[src/rtl/multicycle_controller_if.sv]
// Unified memory port between the multicycle controller and memory.
// The controller drives the request; memory answers with mem_ready.
interface multicycle_controller_if;
    logic mem_req;
    logic mem_we;
    logic i_or_d;
    logic mem_ready;

    modport master (
        output mem_req,
        output mem_we,
        output i_or_d,
        input  mem_ready
    );

    modport slave (
        input  mem_req,
        input  mem_we,
        input  i_or_d,
        output mem_ready
    );
endinterface

[src/rtl/multicycle_controller.sv]
// Multicycle MIPS sequencer: FETCH/DECODE/EXEC/MEM/WB with a shared
// memory port, access timeout and a retired-instruction counter.
module multicycle_controller #(
    parameter int MEM_TIMEOUT = 16,
    parameter int CNT_W       = 32
) (
    input  logic                 clk,
    input  logic                 rst_n,
    multicycle_controller_if.master bus,
    input  logic [31:0]          ir,
    input  logic                 zero,
    output logic                 ir_write,
    output logic                 pc_write,
    output logic [1:0]           pc_src,
    output logic [1:0]           alu_src_b,
    output logic                 sign_ext,
    output logic                 reg_write,
    output logic                 reg_dst,
    output logic                 mem2reg,
    output logic                 pc2reg,
    output logic [2:0]           state,
    output logic                 halt,
    output logic                 illegal,
    output logic                 bus_err,
    output logic [CNT_W-1:0]     retire_cnt
);

    localparam int TW = $clog2(MEM_TIMEOUT + 1);

    typedef enum logic [2:0] {
        S_FETCH  = 3'd0,
        S_DECODE = 3'd1,
        S_EXEC   = 3'd2,
        S_MEM    = 3'd3,
        S_WB     = 3'd4,
        S_HALT   = 3'd5
    } st_t;

    st_t st, nx;
    logic [TW-1:0] wcnt;
    logic retire, set_ill, set_berr, tmo;
    logic mem_req, mem_we, i_or_d;

    logic [5:0] op, fn;
    logic is_r, r_ok, i_ok, legal, is_halt;
    logic is_j, is_jal, is_jr, is_shift, is_beq, is_bne;
    logic is_lw, is_sw, is_imm, is_sext;
    logic unused_ir;

    assign op        = ir[31:26];
    assign fn        = ir[5:0];
    assign unused_ir = ^ir[25:6];

    assign is_r  = (op == 6'h00);
    assign r_ok  = fn inside {6'h00, 6'h02, 6'h08, 6'h20, 6'h22,
                              6'h24, 6'h25, 6'h26, 6'h27, 6'h2a, 6'h3f};
    assign i_ok  = op inside {6'h02, 6'h03, 6'h04, 6'h05, 6'h08, 6'h0a,
                              6'h0c, 6'h0d, 6'h0e, 6'h0f, 6'h23, 6'h2b,
                              6'h3f};
    assign legal = is_r ? r_ok : i_ok;

    assign is_halt  = (is_r && fn == 6'h3f) || (op == 6'h3f);
    assign is_j     = (op == 6'h02);
    assign is_jal   = (op == 6'h03);
    assign is_jr    = is_r && (fn == 6'h08);
    assign is_shift = is_r && (fn == 6'h00 || fn == 6'h02);
    assign is_beq   = (op == 6'h04);
    assign is_bne   = (op == 6'h05);
    assign is_lw    = (op == 6'h23);
    assign is_sw    = (op == 6'h2b);
    assign is_imm   = op inside {6'h08, 6'h0a, 6'h0c, 6'h0d, 6'h0e,
                                 6'h0f, 6'h23, 6'h2b};
    assign is_sext  = op inside {6'h08, 6'h0a, 6'h04, 6'h05,
                                 6'h23, 6'h2b};

    // Last permitted wait cycle; a mem_ready here still completes.
    assign tmo = (wcnt == TW'(MEM_TIMEOUT - 1));

    always_ff @(posedge clk or negedge rst_n) begin
        if (!rst_n) begin
            st         <= S_FETCH;
            wcnt       <= '0;
            retire_cnt <= '0;
            illegal    <= 1'b0;
            bus_err    <= 1'b0;
        end else begin
            st <= nx;
            if (nx != st)
                wcnt <= '0;
            else if (mem_req && !bus.mem_ready)
                wcnt <= wcnt + TW'(1);
            if (retire)
                retire_cnt <= retire_cnt + CNT_W'(1);
            if (set_ill)
                illegal <= 1'b1;
            if (set_berr)
                bus_err <= 1'b1;
        end
    end

    always_comb begin
        nx        = st;
        retire    = 1'b0;
        set_ill   = 1'b0;
        set_berr  = 1'b0;
        mem_req   = 1'b0;
        mem_we    = 1'b0;
        i_or_d    = 1'b0;
        ir_write  = 1'b0;
        pc_write  = 1'b0;
        pc_src    = 2'b00;
        alu_src_b = 2'b00;
        sign_ext  = 1'b0;
        reg_write = 1'b0;
        reg_dst   = 1'b0;
        mem2reg   = 1'b0;
        pc2reg    = 1'b0;
        if (rst_n) begin
            case (st)
                S_FETCH: begin
                    mem_req = 1'b1;
                    if (bus.mem_ready) begin
                        ir_write = 1'b1;
                        pc_write = 1'b1;
                        nx       = S_DECODE;
                    end else if (tmo) begin
                        set_berr = 1'b1;
                        nx       = S_HALT;
                    end
                end
                S_DECODE: begin
                    if (!legal) begin
                        set_ill = 1'b1;
                        nx      = S_HALT;
                    end else if (is_halt) begin
                        nx = S_HALT;
                    end else if (is_j || is_jal) begin
                        pc_write  = 1'b1;
                        pc_src    = 2'b10;
                        reg_write = is_jal;
                        pc2reg    = is_jal;
                        retire    = 1'b1;
                        nx        = S_FETCH;
                    end else if (is_jr) begin
                        pc_write = 1'b1;
                        pc_src   = 2'b11;
                        retire   = 1'b1;
                        nx       = S_FETCH;
                    end else begin
                        nx = S_EXEC;
                    end
                end
                S_EXEC: begin
                    alu_src_b = is_shift ? 2'b10 : (is_imm ? 2'b01 : 2'b00);
                    sign_ext  = is_sext;
                    if (is_beq || is_bne) begin
                        pc_write = is_beq ? zero : !zero;
                        pc_src   = 2'b01;
                        retire   = 1'b1;
                        nx       = S_FETCH;
                    end else if (is_lw || is_sw) begin
                        nx = S_MEM;
                    end else begin
                        nx = S_WB;
                    end
                end
                S_MEM: begin
                    mem_req = 1'b1;
                    i_or_d  = 1'b1;
                    mem_we  = is_sw;
                    if (bus.mem_ready) begin
                        retire = is_sw;
                        nx     = is_sw ? S_FETCH : S_WB;
                    end else if (tmo) begin
                        set_berr = 1'b1;
                        nx       = S_HALT;
                    end
                end
                S_WB: begin
                    reg_write = 1'b1;
                    reg_dst   = is_r;
                    mem2reg   = is_lw;
                    retire    = 1'b1;
                    nx        = S_FETCH;
                end
                S_HALT: nx = S_HALT;
                default: nx = S_FETCH;
            endcase
        end
    end

    assign bus.mem_req = mem_req;
    assign bus.mem_we  = mem_we;
    assign bus.i_or_d  = i_or_d;
    assign state       = st;
    assign halt        = (st == S_HALT);

endmodule

[src/flat_wrapper.sv]
// flat-port wrapper written by rule: the top's interface ports become plain ports
module multicycle_controller_flat 
#(
    parameter int MEM_TIMEOUT = 16,
    parameter int CNT_W       = 32
)
  (clk, rst_n, ir, zero, ir_write, pc_write, pc_src, alu_src_b, sign_ext, reg_write, reg_dst, mem2reg, pc2reg, state, halt, illegal, bus_err, retire_cnt, bus_mem_req, bus_mem_we, bus_i_or_d, bus_mem_ready);
  multicycle_controller_if bus_i ();
  input  logic clk;
  input  logic rst_n;
  input  logic [31:0] ir;
  input  logic zero;
  output logic ir_write;
  output logic pc_write;
  output logic [1:0] pc_src;
  output logic [1:0] alu_src_b;
  output logic sign_ext;
  output logic reg_write;
  output logic reg_dst;
  output logic mem2reg;
  output logic pc2reg;
  output logic [2:0] state;
  output logic halt;
  output logic illegal;
  output logic bus_err;
  output logic [CNT_W-1:0] retire_cnt;
  output wire logic [$bits(bus_i.mem_req)-1:0] bus_mem_req;
  output wire logic [$bits(bus_i.mem_we)-1:0] bus_mem_we;
  output wire logic [$bits(bus_i.i_or_d)-1:0] bus_i_or_d;
  input wire logic [$bits(bus_i.mem_ready)-1:0] bus_mem_ready;
  assign bus_mem_req = bus_i.mem_req;
  assign bus_mem_we = bus_i.mem_we;
  assign bus_i_or_d = bus_i.i_or_d;
  assign bus_i.mem_ready = bus_mem_ready;
  multicycle_controller #(.MEM_TIMEOUT(MEM_TIMEOUT), .CNT_W(CNT_W)) u_core (.clk(clk), .rst_n(rst_n), .bus(bus_i), .ir(ir), .zero(zero), .ir_write(ir_write), .pc_write(pc_write), .pc_src(pc_src), .alu_src_b(alu_src_b), .sign_ext(sign_ext), .reg_write(reg_write), .reg_dst(reg_dst), .mem2reg(mem2reg), .pc2reg(pc2reg), .state(state), .halt(halt), .illegal(illegal), .bus_err(bus_err), .retire_cnt(retire_cnt));
endmodule
[config.mk]
export PLATFORM = sky130hd
export DESIGN_NAME = multicycle_controller_flat
export DESIGN_NICKNAME = d
export VERILOG_FILES = /design/src/rtl/multicycle_controller_if.sv /design/src/rtl/multicycle_controller.sv /design/src/flat_wrapper.sv
export SDC_FILE = /design/constraint.sdc
export NUM_CORES = 1
export LEC_CHECK = 0
export CAP_MARGIN = 0
export CORE_MARGIN = 1.5
export CORE_UTILIZATION = 51
export DETAILED_ROUTE_END_ITERATION = 6
export HOLD_SLACK_MARGIN = 0.12
export PLACE_DENSITY = 0.94
export SLEW_MARGIN = 20
export SYNTH_ARGS = -nofsm -noshare
export SYNTH_HDL_FRONTEND = slang
export SYNTH_SLANG_ARGS = --single-unit
export TNS_END_PERCENT = 5
[constraint.sdc]
create_clock -name clk -period 5 [get_ports clk]
set_clock_uncertainty 0.1 [all_clocks]
set_input_delay 0.5 -clock clk [delete_from_list [all_inputs] [get_ports clk]]
set_output_delay 0.5 -clock clk [all_outputs]
set_load 0.01 [all_outputs]
==> results of run 1 <==
-- placed cells by master (no fill, tap or decap), drive strengths merged, types with 4 or more instances in the layout --
| cell type | netlist | final |
|---|---|---|
| nor3 | 11 | 11 |
| xor2 | 31 | 31 |
| a21oi | 16 | 16 |
| clkbuf | 10 | 5 |
| nor2 | 23 | 23 |
| dfrtp | 42 | 42 |
| clkdlybuf4s50 | 0 | 66 |
| a211oi | 14 | 14 |
| nand2b | 6 | 6 |
| a2111oi | 10 | 10 |
| o21ai | 10 | 10 |
| nand4 | 11 | 11 |
| xnor2 | 4 | 4 |
| inv | 12 | 12 |
| nand3 | 19 | 19 |
| nor2b | 4 | 4 |
| nand2 | 20 | 20 |
| buf | 9 | 4 |
| nor4 | 6 | 6 |
-- area by class of cell --
class	instances	area (sq um)
tap	72	90.1
sequential	42	1050
clock inverter	3	68.8
inverter	12	45.0
multi-input combinational	235	1650
fill	416	1760
clock buffer	5	68.8
timing repair buffer	71	698
-- logic make-up after synthesis --
kind of cell | count (synthesis)
buffers and inverters | 31
muxes | 2
adders and majority gates | 3
DFF | 42
AOI/OAI and AO/OA | 71
xor gates and xnor gates | 35
and+or+nand+nor | 124
-- power groups by stage --
stage | clock [mW] | sequential (mW) | combinational, mW
global route | 0.337 | 0.472 | 0.400
global placement | 0 | 0.462 | 0.353
CTS | 0.331 | 0.458 | 0.365
floorplan | 0 | 0.439 | 0.236
finish | 0.325 | 0.462 | 0.364
detailed placement | 0 | 0.465 | 0.361
-- cell usage after synthesis (all sizes together) (2+ instances only) --
| cell type | instances | area [sq um] |
|---|---|---|
| nand4bb | 2 | 22.5 |
| o21a | 2 | 15.0 |
| and3 | 2 | 12.5 |
| nor3b | 2 | 15.0 |
| nand2b | 6 | 37.5 |
| inv | 12 | 45.0 |
| dfrtp | 42 | 1050 |
| nand4 | 11 | 75.1 |
| buf | 9 | 58.8 |
| o21ai | 10 | 50.1 |
| and2 | 2 | 12.5 |
| nand4b | 2 | 17.5 |
| nor2b | 4 | 25.0 |
| and4 | 3 | 26.3 |
| a2111oi | 10 | 150 |
| ha | 3 | 37.5 |
| a211oi | 14 | 105 |
| clkbuf | 10 | 37.5 |
| a211o | 3 | 26.3 |
| xnor2 | 4 | 35.0 |
| nand3 | 19 | 100 |
| or3 | 3 | 23.8 |
| nor2 | 23 | 86.3 |
| nor4 | 6 | 56.3 |
| or2 | 3 | 18.8 |
| nand2 | 20 | 75.1 |
| xor2 | 31 | 272 |
| a31oi | 2 | 12.5 |
| a22oi | 3 | 22.5 |
| a21o | 2 | 15.0 |
| nor3 | 11 | 77.6 |
| a21oi | 16 | 83.8 |
-- layer usage --
metal | GRT usage | wire length, um
met1 | 0.321 | 3190
met2 | 0.404 | 3550
met3 | 0.0482 | 392
met4 | 0.0709 | 61
met5 | 0 | 0
-- flip-flops by register name (all words and copies together), names as in the netlist --
signal,flops
u_core.bus_err,1
u_core.illegal,1
u_core.retire_cnt,32
u_core.state,3
u_core.wcnt,5
-- worst max-delay path: cells and delay by family --
family	cells	cell delay (ps)
buf+inv	3	1370
simple gates	3	890
-- per-stage QoR --
stage	power (mW)	setup slack [ps]
detailed placement	0.826	1690
CTS	1.15	1630
finish	1.15	1630
floorplan	0.675	2570
global placement	0.814	1670
global route	1.21	1410
-- final timing paths --
check / from / endpoint / slack (ps) / depth (start not counted)
worst max register to register: u_core.state[2]$_DFF_PN0_ / u_core.retire_cnt[13]$_DFFE_PN0P_ / 2460 / 6
max in group asynchronous: rst_n / u_core.retire_cnt[9]$_DFFE_PN0P_ / 3500 / 3
worst max-delay path: rst_n / bus_mem_we / 1630 / 6
worst min register to register: u_core.bus_err$_DFFE_PN0P_ / u_core.bus_err$_DFFE_PN0P_ / 360 / 1
min in group asynchronous: rst_n / u_core.wcnt[4]$_DFFE_PN0P_ / 560 / 2
worst min-delay path: u_core.bus_err$_DFFE_PN0P_ / u_core.bus_err$_DFFE_PN0P_ / 360 / 1
==> out/results.tsv, run 1 <==
metric	value	unit
Vias	2643	
final net count	406	
router iterations before antenna repair	4	
adder-cell share of the synthesized area	0.0132	
synth warn	0	
power density over the cells	313	nW/um^2
Hold Buf Count CTS	1	
post-DP HPWL	5000	um
fraction of registers with async set/reset	1.00	
Seq cells post-synth	42	
hold_ws	363	ps
diode count	0	
drt via density	6.01	
placed inst area	3530	sq um
setup bufs post-CTS	0	
vias in the first global route	2490	
largest family of logic cells by synthesized area	simple AND/OR/NAND/NOR gates	
Peak Freq	297	MHz
main flop type after synthesis	dfrtp_1	
post-synthesis sequential area ratio	0.369	
worst-path cell chain	dlygate4sd3_1, buf_2, nand2b_1, nor4_2, and2_1, clkdlybuf4s50_1	
number of flops mapped to enable cells by yosys	0	
Synth Area in XOR/XNOR	0.108	
# Max-Cap Violations	0	
Tightest Hold Check Type	reg2reg	
Arr. time, crit path	2770	ps
Root Buffer	clkbuf_8	
Die Wd	77.7	um
Layout area overhead	29.1	%
Final ANT Viol Nets	0	
status	complete, no violations	
CP Launch Type	input pin	
CTS tree	yes	
Placer Congestion	0.908	
Critical Path Sink Type	output port	
IO Pins	88	
Final period util	0.674	
Int Power	749	uW
P_leak	1.52	nW
fin. max-slew vios	0	
final core occ	0.676	
final hold violations	0	
Logic pwr share	0.316	
all-layer global routing usage	0.243	
clock share of power	0.282	
global-route wire length before repair	12000	um
non-filler instance count after layout	440	
Die Y-Extent	77.7	um
layout cells sized above 1	0.0978	
Switching Share	0.350	
DRT iter0 DRCs	134	
H-tree depth	2	
clk sinks	42	
cell area after layout	3680	sq um
compound-gate portion of the synthesized area	0.197	
worst vdd ir	0.351	mV
Mapped Avg Cell Area	9.24	sq um
RSZ-0062 raised after global routing	false	
crit-path max FO	16	
drt total wl	7190	um
Least-Margin Pin Slew	753	ps
CP required	4400	ps
antenna violations before repair	0	
Synth Cell Area	2850	sq um
biggest cell delay along the critical path	550	ps
# resized after CTS	0	
PortBufs	67	
DIE AREA	6040	sq um
critical path class	in2out	
Reg power frac	0.401	
Placed Cells	431	
Post-Route Setup TNS	0	ps
num rows	27	
core area	5440	sq um
worst skew pair latency	300	ps
largest net degree at the start of global routing	37	
Initial Utilization	0.523	
Mapped Nets	347	
simple-gate area share of the yosys netlist	0.255	
number of setup violations in the final report	0	
total CTS buffers	5	
Slowest-stage cell, CP	dlygate4sd3_1	
clk buf depth	2	
clock-pin transition on the worst setup and hold timing paths	80	ps
Unique masters post-synth	58	
synthesized instance count	308	
DRC	0	
GR Overflow Total	0	
Routed WL per cell	16.3	um
post-synthesis mux area share	0.00747	
relative slew slack	0.494	
switching power	403	uW
fin crit period	3370	ps
No activity file was read; power rests on OpenSTA's default activity.
==> inputs of run 2 (changes only) <==
--- a/config.mk
+++ b/config.mk
@@ -7,10 +7,10 @@
 export LEC_CHECK = 0
 export CAP_MARGIN = 0
 export CORE_MARGIN = 1.5
-export CORE_UTILIZATION = 51
+export CORE_UTILIZATION = 43
 export DETAILED_ROUTE_END_ITERATION = 6
 export HOLD_SLACK_MARGIN = 0.12
-export PLACE_DENSITY = 0.94
+export PLACE_DENSITY = 0.86
 export SLEW_MARGIN = 20
 export SYNTH_ARGS = -nofsm -noshare
 export SYNTH_HDL_FRONTEND = slang
==> constraint.sdc (replaced) <==
create_clock -name clk -period 3 [get_ports clk]
set_clock_uncertainty 0.1 [all_clocks]
set_input_delay 0.3 -clock clk [delete_from_list [all_inputs] [get_ports clk]]
set_output_delay 0.3 -clock clk [all_outputs]
set_load 0.01 [all_outputs]
==> run 2 against run 1 <==
  * Final cell count grew 2.7%
  * Clock power grew 39%
  * Combinational power up 69%
  * Highest routed layer unchanged
  * First-iteration DRC count fell by 26%
  * Clock-buffer cell count increased by 1
  * Via count is 0.49% lower
  * Power increased by 59%
  * Die area is 18% higher
==> out/results.tsv, run 2 (synthesis gave the netlist of run 1 again) <==
metric	value	unit	change
worst vdd ir	0.337	mV	-4.2%
Placer Congestion	0.835		-8.0%
clk sinks	42		unchanged
fin crit period	2790	ps	
R2R Setup Slk	540	ps	-1920 ps
drt total wl	7100	um	-1.2%
crit-path max FO	10		-6
Biggest register	u_core.retire_cnt		
routed wl met2	3470	um	-2.0%
commonest non-fill, non-tap cells in the layout	clkdlybuf4s50_1, dfrtp_1, xor2_1, nor2_1, nand2_1		
router iterations before antenna repair	4		unchanged
Die Y-Extent	84.4	um	+8.6%
fin. max-slew vios	0		unchanged
Worst R2R Path Depth	6		unchanged
critical path class	in2out		
Peak Freq	359	MHz	
Initial Utilization	0.446		-0.0776
Tightest Hold Check Type	in2async		
global-route wire length before repair	11800	um	-0.92%
M1 WL	3150	um	-1.1%
post-DP HPWL	5100	um	+2.1%
Critical Path Sink Type	output port		
Layout area overhead	30.5	%	
Die Wd	84.4	um	+8.6%
non-filler instance count after layout	452		+2.7%
GR Overflow Total	0		unchanged
Placed Cells	443		+2.8%
DIE AREA	7120	sq um	+18%
Root Buffer	clkbuf_8		
final net count	413		+1.7%
most common cell after layout, fill and taps aside	clkdlybuf4s50_1		
Final period util	0.929		
worst skew pair latency	300	ps	about the same
power consumption	1.84	mW	+59%
relative slew slack	0.521		+0.0266
status	complete, no violations		
max FFs per register	32		unchanged
Routed met3 length	423	um	+7.9%
CP Launch Type	input pin		
Top Metal Used	met4		
power density over the cells	494	nW/um^2	+58%
DRC	0		unchanged
Least-Margin Pin Slew	713	ps	-39.5 ps
Worst R2R Start	u_core.state[2]$_DFF_PN0_		
layout cells sized above 1	0.117		+0.0195
core area	6390	sq um	+17%
RSZ-0062 raised after global routing	false		
diode count	0		unchanged
IO Pins	88		unchanged
Vias	2630		-0.49%
antenna violations before repair	0		unchanged
largest net degree at the start of global routing	40		+8.1%
Post-Route Setup TNS	0	ps	unchanged
all-layer global routing usage	0.198		-0.0454
DRT iter0 DRCs	99		-26%
clock-pin transition on the worst setup and hold timing paths	80	ps	about the same
PortBufs	67		unchanged
RR Endpoint	u_core.retire_cnt[8]$_DFFE_PN0P_		
# Max-Cap Violations	0		unchanged
clk buf depth	2		unchanged
number of fillers in the final layout	557		+34%
num rows	29		+7.4%
drt via density	5.82		-3.1%
Routed WL per cell	15.7	um	-3.8%
Final ANT Viol Nets	0		unchanged
number of setup violations in the final report	0		unchanged
Arr. time, crit path	2390	ps	-380 ps
total CTS buffers	5		unchanged
H-tree depth	2		unchanged
CTS tree	yes		
vias in the first global route	2545		+2.2%
final hold violations	0		unchanged
P_leak	1.54	nW	+1.1%
CP required	2600	ps	-1800 ps
[run 2: worst max-delay path, stage by stage]
cell and delay, ps:
clkdlybuf4s50_1 600, nor3_4 250, nand4_2 170, a311oi_1 350, a31oi_1 70, nor2_1 110, clkdlybuf4s50_1 540
[run 2: layer usage]
layer | vias to the layer above | global-route usage
li1 | 1267 | -
met1 | 1274 | 0.266
met2 | 82 | 0.329
met3 | 7 | 0.0374
met4 | 0 | 0.0557
met5 | - | 0
[run 2: repair_timing]
item,CTS,global route
setup buffers,0,0
endpoints found under the setup margin,0,2
resized for setup,0,2
endpoints found under the hold margin,3,0
hold buffers,1,0
[run 2: worst max-delay path by stage]
stage               startpoint                                 to  slack, ps  cells after the start
detailed placement      ir[30]  u_core.retire_cnt[15]$_DFFE_PN0P_        230                      8
global route             rst_n                         bus_mem_we        100                      6
CTS                      rst_n                          reg_write         80                      6
floorplan               ir[26]                          pc_src[1]        970                      7
finish                  ir[28]                           pc_write        210                      7
global placement        ir[28]                           pc_write        250                      7
[run 2: layout make-up]
| type | instances | area [sq um] | share of cell area |
|---|---|---|---|
| multi-input cells | 235 | 1660 | 0.447 |
| flip-flops and latches | 42 | 1050 | 0.283 |
| inverters | 12 | 45.0 | 0.0121 |
| repair buffers | 78 | 751 | 0.202 |
| well taps | 77 | 96.3 | 0.0259 |
| clock buffers | 6 | 72.6 | 0.0195 |
| clock inverters | 2 | 37.5 | 0.0101 |
[run 2: per-stage QoR]
stage / util / worst slack [ps] / cell area, sq um / hold WS (ps)
2_1_floorplan: - / 973 / 2850 / -95.6
3_3_place_gp: 0.562 / 247 / 3590 / 62.5
3_5_place_dp: 0.562 / 227 / 3590 / 63.3
4_1_cts: 0.581 / 81.0 / 3710 / 313
5_1_grt: 0.582 / 103 / 3720 / 337
6_report: 0.582 / 213 / 3720 / 316
[run 2: report_power, final]
group | internal (mW) | switching [mW] | leakage (nW) | total (mW)
combinational | 0.291 | 0.324 | 0.937 | 0.615
clock | 0.248 | 0.203 | 0.0514 | 0.452
sequential | 0.630 | 0.140 | 0.552 | 0.770
total | 1.17 | 0.667 | 1.54 | 1.84
==> inputs of run 3 (changes only) <==
--- a/config.mk
+++ b/config.mk
@@ -6,8 +6,10 @@
 export NUM_CORES = 1
 export LEC_CHECK = 0
 export CAP_MARGIN = 0
+export CORE_ASPECT_RATIO = 1.5
 export CORE_MARGIN = 1.5
 export CORE_UTILIZATION = 43
+export CTS_CLUSTER_SIZE = 30
 export DETAILED_ROUTE_END_ITERATION = 6
 export HOLD_SLACK_MARGIN = 0.12
 export PLACE_DENSITY = 0.86
==> run 3 against run 2 <==
  * Final cell count unchanged
  * Critical endpoint unchanged
  * Cell area up 0.20%
  * First-iteration DRC count down 10%
  * Die area up 0.14%
  * Largest power group unchanged
  * Clock power about the same
  * Via count up 0.23%
  * Fmax down 0.63%
  * Global-route usage up 0.92 points
  * Critical path depth unchanged
  * Highest routed layer unchanged
  * Power down 0.23%
==> out/results.tsv, run 3 (synthesis gave the netlist of run 1 again) <==
metric	value	unit	change
status	complete, no violations		
H-tree depth	2		unchanged
antenna violations before repair	0		unchanged
PortBufs	67		unchanged
total CTS buffers	5		unchanged
clock-pin transition on the worst setup and hold timing paths	70	ps	about the same
max FFs per register	32		unchanged
routed wl met2	3680	um	+6.0%
number of setup violations in the final report	0		unchanged
Post-Route Setup TNS	0	ps	unchanged
Die Wd	69.4	um	-18%
R2R Setup Slk	470	ps	-70 ps
vias in the first global route	2650		+4.1%
final net count	415		+0.48%
Peak Freq	356	MHz	-0.63%
Biggest register	u_core.retire_cnt		
P_leak	1.56	nW	+0.98%
Die Y-Extent	103	um	+22%
clk sinks	42		unchanged
Arr. time, crit path	2410	ps	+20 ps
fin. max-slew vios	0		unchanged
fin crit period	2810	ps	+17.8 ps
DRC	0		unchanged
num rows	36		+24%
critical path class	in2out		
commonest non-fill, non-tap cells in the layout	clkdlybuf4s50_1, dfrtp_1, xor2_1, nor2_1, nand2_1		
post-DP HPWL	5150	um	+1.1%
crit-path max FO	10		unchanged
placed inst area	3600	sq um	+0.38%
cell area after layout	3720	sq um	+0.20%
RSZ-0062 raised after global routing	false		
router iterations before antenna repair	4		unchanged
CTS tree	yes		
Root Buffer	clkbuf_8		
RR Endpoint	u_core.retire_cnt[29]$_DFFE_PN0P_		
number of fillers in the final layout	569		+2.2%
Slowest-stage cell, CP	clkdlybuf4s50_1		
CP required	2600	ps	about the same
Final period util	0.935		+0.00592
Final ANT Viol Nets	0		unchanged
clk buf depth	2		unchanged
Worst Hold End	u_core.bus_err$_DFFE_PN0P_		
Initial Utilization	0.442		-0.00381
relative slew slack	0.518		-0.00270
Placed Cells	444		+0.23%
drt via density	5.83		+0.23%
non-filler instance count after layout	452		unchanged
power consumption	1.83	mW	-0.23%
Tightest Hold Check Type	reg2reg		
DIE AREA	7130	sq um	+0.14%
most used cell, CP	clkdlybuf4s50_1		
hold_ws	372	ps	+56.2 ps
Worst R2R Path Depth	6		unchanged
CP delay by family, top	buffers and inverters		
Worst R2R Start	u_core.state[2]$_DFF_PN0_		
IO Pins	88		unchanged
DRT iter0 DRCs	89		-10%
Layout area overhead	30.8	%	
worst skew pair latency	300	ps	about the same
Least-Margin Pin Slew	717	ps	+4.02 ps
# resized after CTS	0		unchanged
drt total wl	6970	um	-1.8%
largest net degree at the start of global routing	32		-20%
core area	6440	sq um	+0.86%
power density over the cells	492	nW/um^2	-0.43%
diode count	0		unchanged
GR Overflow Total	0		unchanged
# Max-Cap Violations	0		unchanged
final hold violations	0		unchanged
Worst Path Buf+Inv	2		unchanged
Vias	2636		+0.23%
CP Launch Type	input pin		
Worst Hold Depth	1		
Critical Path Sink Type	output port		
most common cell after layout, fill and taps aside	clkdlybuf4s50_1		
hold_sp	u_core.bus_err$_DFFE_PN0P_		
worst vdd ir	0.465	mV	+38%
global-route wire length before repair	12200	um	+2.8%
Routed met3 length	295	um	-30%
biggest cell delay along the critical path	590	ps	about the same
layout cells sized above 1	0.117		-0.000312
all-layer global routing usage	0.207		+0.00916
Top Metal Used	met4		
Placer Congestion	0.843		+0.93%
M1 WL	2810	um	-11%
Routed WL per cell	15.4	um	-1.8%
worst-path cell chain	clkdlybuf4s50_1, nor3_4, nand4_2, a311oi_1, a31oi_1, nor2_1, clkdlybuf4s50_1		
==> run 3: per-stage QoR <==
stage	util	setup WS (ps)
after floorplan	-	973
after global placement	0.559	199
after detailed placement	0.559	186
after CTS	0.578	178
after global routing	0.578	6.77
final	0.578	195
==> run 3: worst max-delay path by stage <==
stage / from / end / depth (start not counted)
after floorplan: ir[26] / pc_src[1] / 7
after global placement: ir[28] / pc_write / 7
after detailed placement: ir[28] / pc_write / 7
after CTS: ir[28] / pc_write / 7
after global routing: ir[28] / pc_write / 7
final: ir[28] / pc_write / 7
==> run 3: repair_timing <==
item | in CTS | in global routing
hold buffers | 1 | 0
hold endpoints to repair | 42 | 0
buffers inserted | 0 | 0
setup endpoints to repair | 0 | 0
==> run 3: layer usage <==
| layer | vias up | GRT usage |
|---|---|---|
| met1 | 1272 | 0.255 |
| met5 | - | 0 |
| met2 | 77 | 0.360 |
| li1 | 1273 | - |
| met3 | 14 | 0.0332 |
| met4 | 0 | 0.0920 |
==> run 3: layout make-up <==
type / count / area [sq um] / share of cell area
sequential: 42 / 1050 / 0.282
clock buffer: 6 / 82.6 / 0.0222
tap: 76 / 95.1 / 0.0255
inverter: 12 / 45.0 / 0.0121
clock inverter: 1 / 30.0 / 0.00806
timing repair buffer: 80 / 766 / 0.206
multi-input combinational: 235 / 1650 / 0.444
==> run 3: worst reg2reg max path, delay by kind of cell, from the launching register on <==
family / cells / cell delay (ps)
AOI/OAI and AO/OA: 2 / 580
xor gates and xnor gates: 1 / 180
buffers and inverters: 1 / 260
DFF: 1 / 520
and+or+nand+nor: 2 / 830
==> run 3: power by group <==
group	internal, mW	total [mW]	leakage [nW]	switching [mW]
combinational	0.290	0.613	0.946	0.323
clock	0.266	0.449	0.0573	0.183
sequential	0.630	0.770	0.552	0.140
total	1.19	1.83	1.56	0.645
